--- config.mk ---
export PLATFORM = sky130hd
export DESIGN_NAME = chunked_add_seq
export DESIGN_NICKNAME = d
export VERILOG_FILES = /design/src/rtl/chunked_add_seq_pkg.sv /design/src/rtl/chunked_add_seq_adder.sv /design/src/rtl/chunked_add_seq.sv
export SDC_FILE = /design/constraint.sdc
export NUM_CORES = 1
export LEC_CHECK = 0
export CAP_MARGIN = 30
export CORE_UTILIZATION = 44
export CTS_CLUSTER_DIAMETER = 200
export CTS_CLUSTER_SIZE = 16
export DETAILED_ROUTE_END_ITERATION = 10
export PLACE_DENSITY = 0.76
export SETUP_SLACK_MARGIN = 0.2
export SYNTH_ARGS = -nofsm -noshare
export SYNTH_HDL_FRONTEND = slang
export SYNTH_SLANG_ARGS = --single-unit
--- constraint.sdc ---
create_clock -name clk -period 2.65 [get_ports clk]
set_clock_uncertainty 0.15 [all_clocks]
set_input_delay 0.3975 -clock clk [delete_from_list [all_inputs] [get_ports clk]]
set_output_delay 0.3975 -clock clk [all_outputs]
set_load 0.01 [all_outputs]
--- src/rtl/chunked_add_seq_pkg.sv ---
// Shared definitions for the chunked sequential adder.
//   CHUNK_W     : width of one core evaluation (4 bits)
//   state_t     : sequencer states IDLE / RUN / DONE
//   chunk_count : number of CHUNK_W slices in a given operand width
package chunked_add_seq_pkg;

  localparam int CHUNK_W = 4;

  typedef enum logic [1:0] {
    IDLE = 2'd0,
    RUN  = 2'd1,
    DONE = 2'd2
  } state_t;

  function automatic int chunk_count(input int width);
    return width / CHUNK_W;
  endfunction

endpackage

--- src/rtl/chunked_add_seq_adder.sv ---
// 4-bit Sklansky parallel-prefix adder core (purely combinational).
// Ports:
//   a, b  : 4-bit addends
//   cin   : carry into bit 0
//   sum   : a + b + cin, low 4 bits
//   cout  : carry out of bit 3
module adder (
  input  logic [3:0] a,
  input  logic [3:0] b,
  input  logic       cin,
  output logic [3:0] sum,
  output logic       cout
);

  logic [3:0] g;
  logic [3:0] p;
  logic       g10, p10, g32, p32, g20, p20, g30, p30;
  logic [4:0] c;

  assign g = a & b;
  assign p = a ^ b;

  // Level 1: pairwise group generate/propagate.
  assign g10 = g[1] | (p[1] & g[0]);
  assign p10 = p[1] & p[0];
  assign g32 = g[3] | (p[3] & g[2]);
  assign p32 = p[3] & p[2];

  // Level 2: Sklansky fan-out of the low group into bits 2 and 3.
  assign g20 = g[2] | (p[2] & g10);
  assign p20 = p[2] & p10;
  assign g30 = g32  | (p32 & g10);
  assign p30 = p32  & p10;

  // cin folds in as a generate entering below bit 0.
  assign c[0] = cin;
  assign c[1] = g[0] | (p[0] & cin);
  assign c[2] = g10  | (p10  & cin);
  assign c[3] = g20  | (p20  & cin);
  assign c[4] = g30  | (p30  & cin);

  assign sum  = p ^ c[3:0];
  assign cout = c[4];

endmodule

--- src/rtl/chunked_add_seq.sv ---
// Sequential WIDTH-bit adder that reuses one 4-bit prefix adder core,
// processing one chunk per clock from the LSB chunk upward.
// Optional feature macro: CHUNKED_ADD_SEQ_SUB_EN (adds in_sub for A - B).
// Ports:
//   clk, rst            : clock (rising edge), synchronous active-high reset
//   in_valid / in_ready : operand handshake; in_ready is high only in IDLE
//   in_a, in_b, in_cin  : operands and carry-in, captured at acceptance
//   in_sub              : (macro only) subtract instead of add
//   out_valid/out_ready : result handshake; result held while not taken
//   out_sum, out_cout   : WIDTH-bit result and carry out of the MSB chunk
//   busy                : high while in RUN or DONE
module chunked_add_seq
  import chunked_add_seq_pkg::*;
#(
  parameter int WIDTH = 16
) (
  input  logic             clk,
  input  logic             rst,
  input  logic             in_valid,
  output logic             in_ready,
  input  logic [WIDTH-1:0] in_a,
  input  logic [WIDTH-1:0] in_b,
  input  logic             in_cin,
`ifdef CHUNKED_ADD_SEQ_SUB_EN
  input  logic             in_sub,
`endif
  output logic             out_valid,
  input  logic             out_ready,
  output logic [WIDTH-1:0] out_sum,
  output logic             out_cout,
  output logic             busy
);

  localparam int NCHUNK = chunk_count(WIDTH);
  localparam int IDX_W  = (NCHUNK > 1) ? $clog2(NCHUNK) : 1;

  if (((WIDTH % CHUNK_W) != 0) || (WIDTH < CHUNK_W)) begin : g_bad_width
    $error("chunked_add_seq: WIDTH must be a multiple of 4 and at least 4");
  end

  state_t             state_q, state_d;
  logic [IDX_W-1:0]   idx_q;
  logic               carry_q;
  logic [WIDTH-1:0]   a_q, b_q;
  logic [WIDTH-1:0]   sum_q;
  logic               cout_q;

  logic               accept;
  logic               last;
  logic [CHUNK_W-1:0] core_a, core_b, core_sum;
  logic               core_cout;

  assign accept = in_valid && (state_q == IDLE);
  assign last   = (idx_q == IDX_W'(NCHUNK - 1));

  assign core_a = a_q[CHUNK_W*int'(idx_q) +: CHUNK_W];
  assign core_b = b_q[CHUNK_W*int'(idx_q) +: CHUNK_W];

  adder u_core (
    .a    (core_a),
    .b    (core_b),
    .cin  (carry_q),
    .sum  (core_sum),
    .cout (core_cout)
  );

  always_comb begin
    state_d = state_q;
    case (state_q)
      IDLE:    if (in_valid)  state_d = RUN;
      RUN:     if (last)      state_d = DONE;
      DONE:    if (out_ready) state_d = IDLE;
      default:                state_d = IDLE;
    endcase
  end

  // Control and result registers; the result is cleared on reset so an
  // aborted transaction never leaves a partial sum visible.
  always_ff @(posedge clk) begin
    if (rst) begin
      state_q <= IDLE;
      idx_q   <= '0;
      carry_q <= 1'b0;
      sum_q   <= '0;
      cout_q  <= 1'b0;
    end else begin
      state_q <= state_d;
      if (accept) begin
        idx_q <= '0;
`ifdef CHUNKED_ADD_SEQ_SUB_EN
        // Two's-complement subtract: ~B plus an initial carry of one.
        carry_q <= in_sub ? 1'b1 : in_cin;
`else
        carry_q <= in_cin;
`endif
      end else if (state_q == RUN) begin
        sum_q[CHUNK_W*int'(idx_q) +: CHUNK_W] <= core_sum;
        carry_q <= core_cout;
        idx_q   <= last ? '0 : idx_q + 1'b1;
        if (last) cout_q <= core_cout;
      end
    end
  end

  // Operand capture at acceptance; later input changes are ignored.
  always_ff @(posedge clk) begin
    if (accept) begin
      a_q <= in_a;
`ifdef CHUNKED_ADD_SEQ_SUB_EN
      b_q <= in_sub ? ~in_b : in_b;
`else
      b_q <= in_b;
`endif
    end
  end

  assign in_ready  = (state_q == IDLE);
  assign out_valid = (state_q == DONE);
  assign busy      = (state_q != IDLE);
  assign out_sum   = sum_q;
  assign out_cout  = cout_q;

endmodule

# Word level (Yosys, flattened, before mapping)

Index checks and enable logic that the tools add are counted.

Input bits: 37
Bits in registers: 54
Word-level logic and storage cells: 59
Output and inout bits: 20

Reductions and logical operators: 8
$add $sub $neg: 2
Bitwise gates (word level): 24
Eq/ne operators: 6
Mux-type cells: 8
Shift-type cells: 4

Operator list:

| kind                                                                     | count |
|---|---|
| 4-bit negator with 33-bit output                                         | 1 |
| 4-bit by 33-bit variable shift with 16-bit output (first input constant) | 1 |
| 4-bit by 33-bit variable part select with 16-bit output                  | 1 |
| 16-bit by 5-bit variable part select with 4-bit output                   | 2 |
| 16-bit bitwise mux                                                       | 1 |
| 1-bit bitwise AND                                                        | 12 |
| 2-bit 2-to-1 mux                                                         | 4 |
| 1-bit bitwise OR                                                         | 8 |
| 4-bit bitwise XOR                                                        | 2 |
| 2-bit case mux with 3 select lines                                       | 1 |
| 3-bit AND reduction                                                      | 2 |
| 4-bit bitwise AND                                                        | 1 |
| 2-bit == test (second input constant)                                    | 2 |
| 2-bit != test (second input constant)                                    | 2 |
| 2-bit nonzero test                                                       | 2 |
| 2-bit by 1-bit adder with 2-bit output (second input constant)           | 1 |
| 2-bit by 1-bit == test with 1-bit output (second input constant)         | 1 |
| 2-bit logical NOT                                                        | 1 |
| 1-bit 2-to-1 mux                                                         | 2 |
| 2-bit by 1-bit != test with 1-bit output (second input constant)         | 1 |
| 2-bit AND reduction                                                      | 1 |
| 2-bit OR reduction                                                       | 1 |
| 1-bit logical AND                                                        | 1 |
| 1-bit inverter                                                           | 1 |

# Longest topological paths before layout

Depth after elaboration: 10
Depth in mapped cells: 7

# Cells and area by module

A second synthesis with hierarchy kept.

Cell total of the unflattened synthesis: 177
Area total of the unflattened synthesis: 2349.8 um2

By module, submodules not included:

| module          | area an instance (um2) | instances | cells each |
|---|---|---|---|
| chunked_add_seq | 2202.1                 | 1         | 160 |
| adder           | 147.6                  | 1         | 17 |

# Worst setup path before layout

No wires, ideal clock.

Path kind: flip-flop to flip-flop
Start point: register idx_q[0]
End point: register sum_q[15], in the netlist out_sum[15]
Data arrival time: 2.476 ns
Path buffers: 1
Data required time: 2.369 ns
Path slack: -0.107 ns
Stages on the path, launching flop included: 8
Library setup time: 0.131 ns
Clock period less this slack: 2.757 ns
Path through: dfxtp_1 -> buf_4 -> mux4_2 -> ha_1 -> a211oi_1 -> o21bai_1 -> xnor2_1 -> o31ai_1

Longest elaborated chain between the ends: 10
Elaborated cells on any way between the ends: 21
Classes of those cells: 1 x add/sub; 4 x shift; 1 x mux; 15 x bitwise

RTL lines:

| item                                                                      | RTL line                                                 | source |
|---|---|---|
| from (decl)                                                               | chunked_add_seq.sv:42                                    | `logic [IDX_W-1:0] idx_q;` |
| from (signal assigned)                                                    | chunked_add_seq.sv:99                                    | `idx_q <= last ? '0 : idx_q + 1'b1;` |
| 16-bit by 5-bit variable part select with 4-bit output (on tied branches) | chunked_add_seq.sv:56, chunked_add_seq.sv:57             |  |
| 4-bit bitwise XOR / 4-bit bitwise AND (equally long branches)             | chunked_add_seq_adder.sv:21, chunked_add_seq_adder.sv:20 |  |
| 1-bit bitwise AND                                                         | chunked_add_seq_adder.sv:24                              | `assign g10 = g[1] \| (p[1] & g[0]);` |
| 1-bit bitwise OR                                                          | chunked_add_seq_adder.sv:24                              |  |
| 1-bit bitwise AND                                                         | chunked_add_seq_adder.sv:30                              | `assign g20 = g[2] \| (p[2] & g10);` |
| 1-bit bitwise OR                                                          | chunked_add_seq_adder.sv:30                              |  |
| 1-bit bitwise OR                                                          | chunked_add_seq_adder.sv:39                              | `assign c[3] = g20 \| (p20 & cin);` |
| 4-bit bitwise XOR                                                         | chunked_add_seq_adder.sv:42                              | `assign sum = p ^ c[3:0];` |
| 4-bit by 33-bit variable part select with 16-bit output                   | chunked_add_seq.sv:97                                    | `sum_q[CHUNK_W*int'(idx_q) +: CHUNK_W] <= core_sum;` |
| 16-bit bitwise mux (*)                                                    | chunked_add_seq.sv:97                                    |  |
| to (signal, indexed assignment)                                           | chunked_add_seq.sv:97                                    |  |
| to (decl)                                                                 | chunked_add_seq.sv:45                                    | `logic [WIDTH-1:0] sum_q;` |

Every way passes the cells marked *; elsewhere a longest branch is shown, timed or not.
A chain may end at the register's enable or synchronous reset.

# Worst setup path after layout

Start point: register idx_q[0]
End point: register sum_q[7], in the netlist out_sum[7]

The elaborated chain is that of the path after synthesis.

==> flow_summary.yaml <==
sta:
  rsz0062_at_grt: "no"
  fmax_ghz: 0.430
  finalSetupTns_ns: 0
  whs_ns: 0.333
  tightest_slew_ns: 0.529
  finalCritPeriodShare: 0.877
  finalSetupViolations: 0
  slew_viol_final: 0
  hold_viol_final: 0
  max-slew-margin-rel: 0.647
  period_needed_ns: 2.32
cts:
  clkSinkCount: 54
  clock_path_buffers: 2
  cts_root_buf: "clkbuf_8"
  clk_latency_ns: 0.30
  cts.clk_slew.worst_paths_ns: 0.09
  numCtsBuffers: 5
  h-tree-depth: 2
  postCtsHoldBufs: 0
  cts_tree: "yes"
grt:
  grt_pass1_wl_um: 6880
  grtUsageTotal: 0.171
  grt_start_max_net_pins: 33
  grt_pass1_vias: 1476
  overflow: 0
  grt_antenna_before_repair: 0
logic_synthesis:
  ys_ff_latch: 54
  avgSynthCellArea_sq_um: 14.4
  synth_cell_types: 32
  synth_area_sq_mm: 0.00226
  synth_nets: 205
  synth-edff-count: 32
  synth_ff_type: "edfxtp_1"
  synth_warnings: 0
  ys_seq_area_frac: 0.620
  postSynth.asyncResetShare: 0
  syn_inst: 157
worst_setup_path:
  startpoint_type: "flip-flop"
  slowest_stage: "mux4_2"
  slowest_delay_ns: 0.54
  crit_buf_inv: 0
  critPathTopFamily: "multiplexers"
  path_cells: "mux4_2 -> ha_1 -> a211oi_2 -> o21bai_2 -> xnor2_2 -> o31ai_1"
  cp-end-kind: "flip-flop"
  critPathArrivalTime_ns: 2.35
  critical_path_required_ns: 2.67
  worstPathMaxFanout: 6
  critPathKind: "reg2reg"
layout:
  mostFrequentLayoutCell: "clkdlybuf4s50_1"
  final_cell_mix: "clkdlybuf4s50_1, edfxtp_1, dfxtp_1"
  fin_cells: 289
  design_area_sq_mm: 0.00304
  syn2layout_area_growth_pct: 34.4
  nets: 269
  drive_above_1_share: 0.144
  diodes: 0
power_and_ir_drop:
  p_per_area_mw_per_mm2: 549
  ir_drop_uv: 341
  p_leak_nw: 1.06
placed_design:
  numPortBuffers: 56
  dpl_cell_area_sq_mm: 0.00293
  place_inst: 280
  hpwl_um: 3120
  routabilityCongestion: 0.780
route:
  drc_errors: 0
  via_per_inst: 5.14
  wirelength_um: 4110
  first_iter_violations: 53
  wl_per_cell_um: 14.2
  postRouteAntennaNets: 0
  drt-pass1-iter-count: 4
  num_vias: 1485
die:
  fp-row-count: 25
  die_area_sq_mm: 0.00543
  die_y_um: 73.7
  coreArea_sq_mm: 0.00485
  die_w_um: 73.7
  io_pins: 57
  start_util: 0.466
hold_path:
  hold_path.class: "reg2reg"
run_status:
  status: "completed"
flow_run:
  cap_violations: 0
[Yosys cell counts, types with 2 or more instances]
cell | number | area share
a211oi_1 | 3 | 0.010
a21oi_1 | 3 | 0.0066
a22oi_1 | 10 | 0.033
a32oi_1 | 4 | 0.015
clkbuf_1 | 3 | 0.0050
dfxtp_1 | 22 | 0.19
edfxtp_1 | 32 | 0.43
ha_1 | 10 | 0.055
inv_1 | 9 | 0.015
mux4_2 | 8 | 0.080
nand2_1 | 4 | 0.0066
nand2b_1 | 3 | 0.0083
nand3b_1 | 6 | 0.020
nor2_1 | 17 | 0.028
nor3_2 | 2 | 0.0089
nor4b_4 | 2 | 0.021
o21bai_1 | 3 | 0.010
o31ai_1 | 2 | 0.0066
[tightest hold or removal path: stages, from the launching register on]
cell      delay [ns]
dfxtp_1         0.32
nand3b_1        0.07
o21ai_1         0.05
[metrics by stage]
stage | setup slack [ns] | power, mW | util
4_1_cts | 0.218 | 1.68 | 0.623
2_1_floorplan | 0.221 | 1.12 | -
3_3_place_gp | 0.285 | 1.22 | 0.605
6_report | 0.326 | 1.67 | 0.627
3_5_place_dp | 0.233 | 1.23 | 0.605
5_1_grt | 0.206 | 1.74 | 0.627
[layout make-up]
type | count | area, sq um
clock buffers | 8 | 90.1
well taps | 67 | 83.8
repair buffers | 61 | 598
flip-flops and latches | 54 | 1410
multi-input cells | 89 | 825
fillers | 391 | 1810
inverters | 10 | 37.5
[per-layer routing]
metal	up-vias	global-route usage	wire length, um
li1	720	-	-
met1	704	0.210	1770
met2	53	0.294	2100
met3	8	0.0357	182
met4	0	0.0705	63
met5	-	0	0
[cells by family (layout without fill, tap and decap cells)]
group / count (synthesis) / in the layout / share of synthesized area
compound gates: 29 / 29 / 0.0946
xor+xnor: 2 / 2 / 0.00775
fa+ha+maj: 11 / 11 / 0.0642
buf+inv: 14 / 79 / 0.0249
flops: 54 / 54 / 0.620
mux: 8 / 8 / 0.0797
simple gates: 39 / 39 / 0.109
[sequential cells by signal, indices dropped and copies added (netlist names)]
register / count
b_q: 16
out_sum: 16
out_cout: 1
idx_q: 2
carry_q: 1
state_q: 2
a_q: 16
[where the power goes]
part           leakage (nW)  total (mW)  switching (mW)  internal, mW
registers             0.484       0.950          0.0194         0.931
clock network        0.0455       0.455           0.242         0.213
logic                 0.528       0.262           0.124         0.137
total                  1.06        1.67           0.386          1.28
[final timing paths]
kind / from / end / slack [ns] / cells after the start
max: idx_q[0]$_SDFFE_PP0P_ / out_sum[7]$_SDFFE_PP0P_ / 0.33 / 6
min: out_sum[11]$_SDFFE_PP0P_ / out_sum[11]$_SDFFE_PP0P_ / 0.33 / 2
min reg2reg: out_sum[11]$_SDFFE_PP0P_ / out_sum[11]$_SDFFE_PP0P_ / 0.33 / 2
max reg2reg: idx_q[0]$_SDFFE_PP0P_ / out_sum[7]$_SDFFE_PP0P_ / 0.33 / 6
[repair_timing]
action                     4_1_cts  5_1_grt
setup endpoints to repair        0        5
buffers inserted                 0        1
gates resized for setup          0        2
No activity file was read; power rests on OpenSTA's default activity.
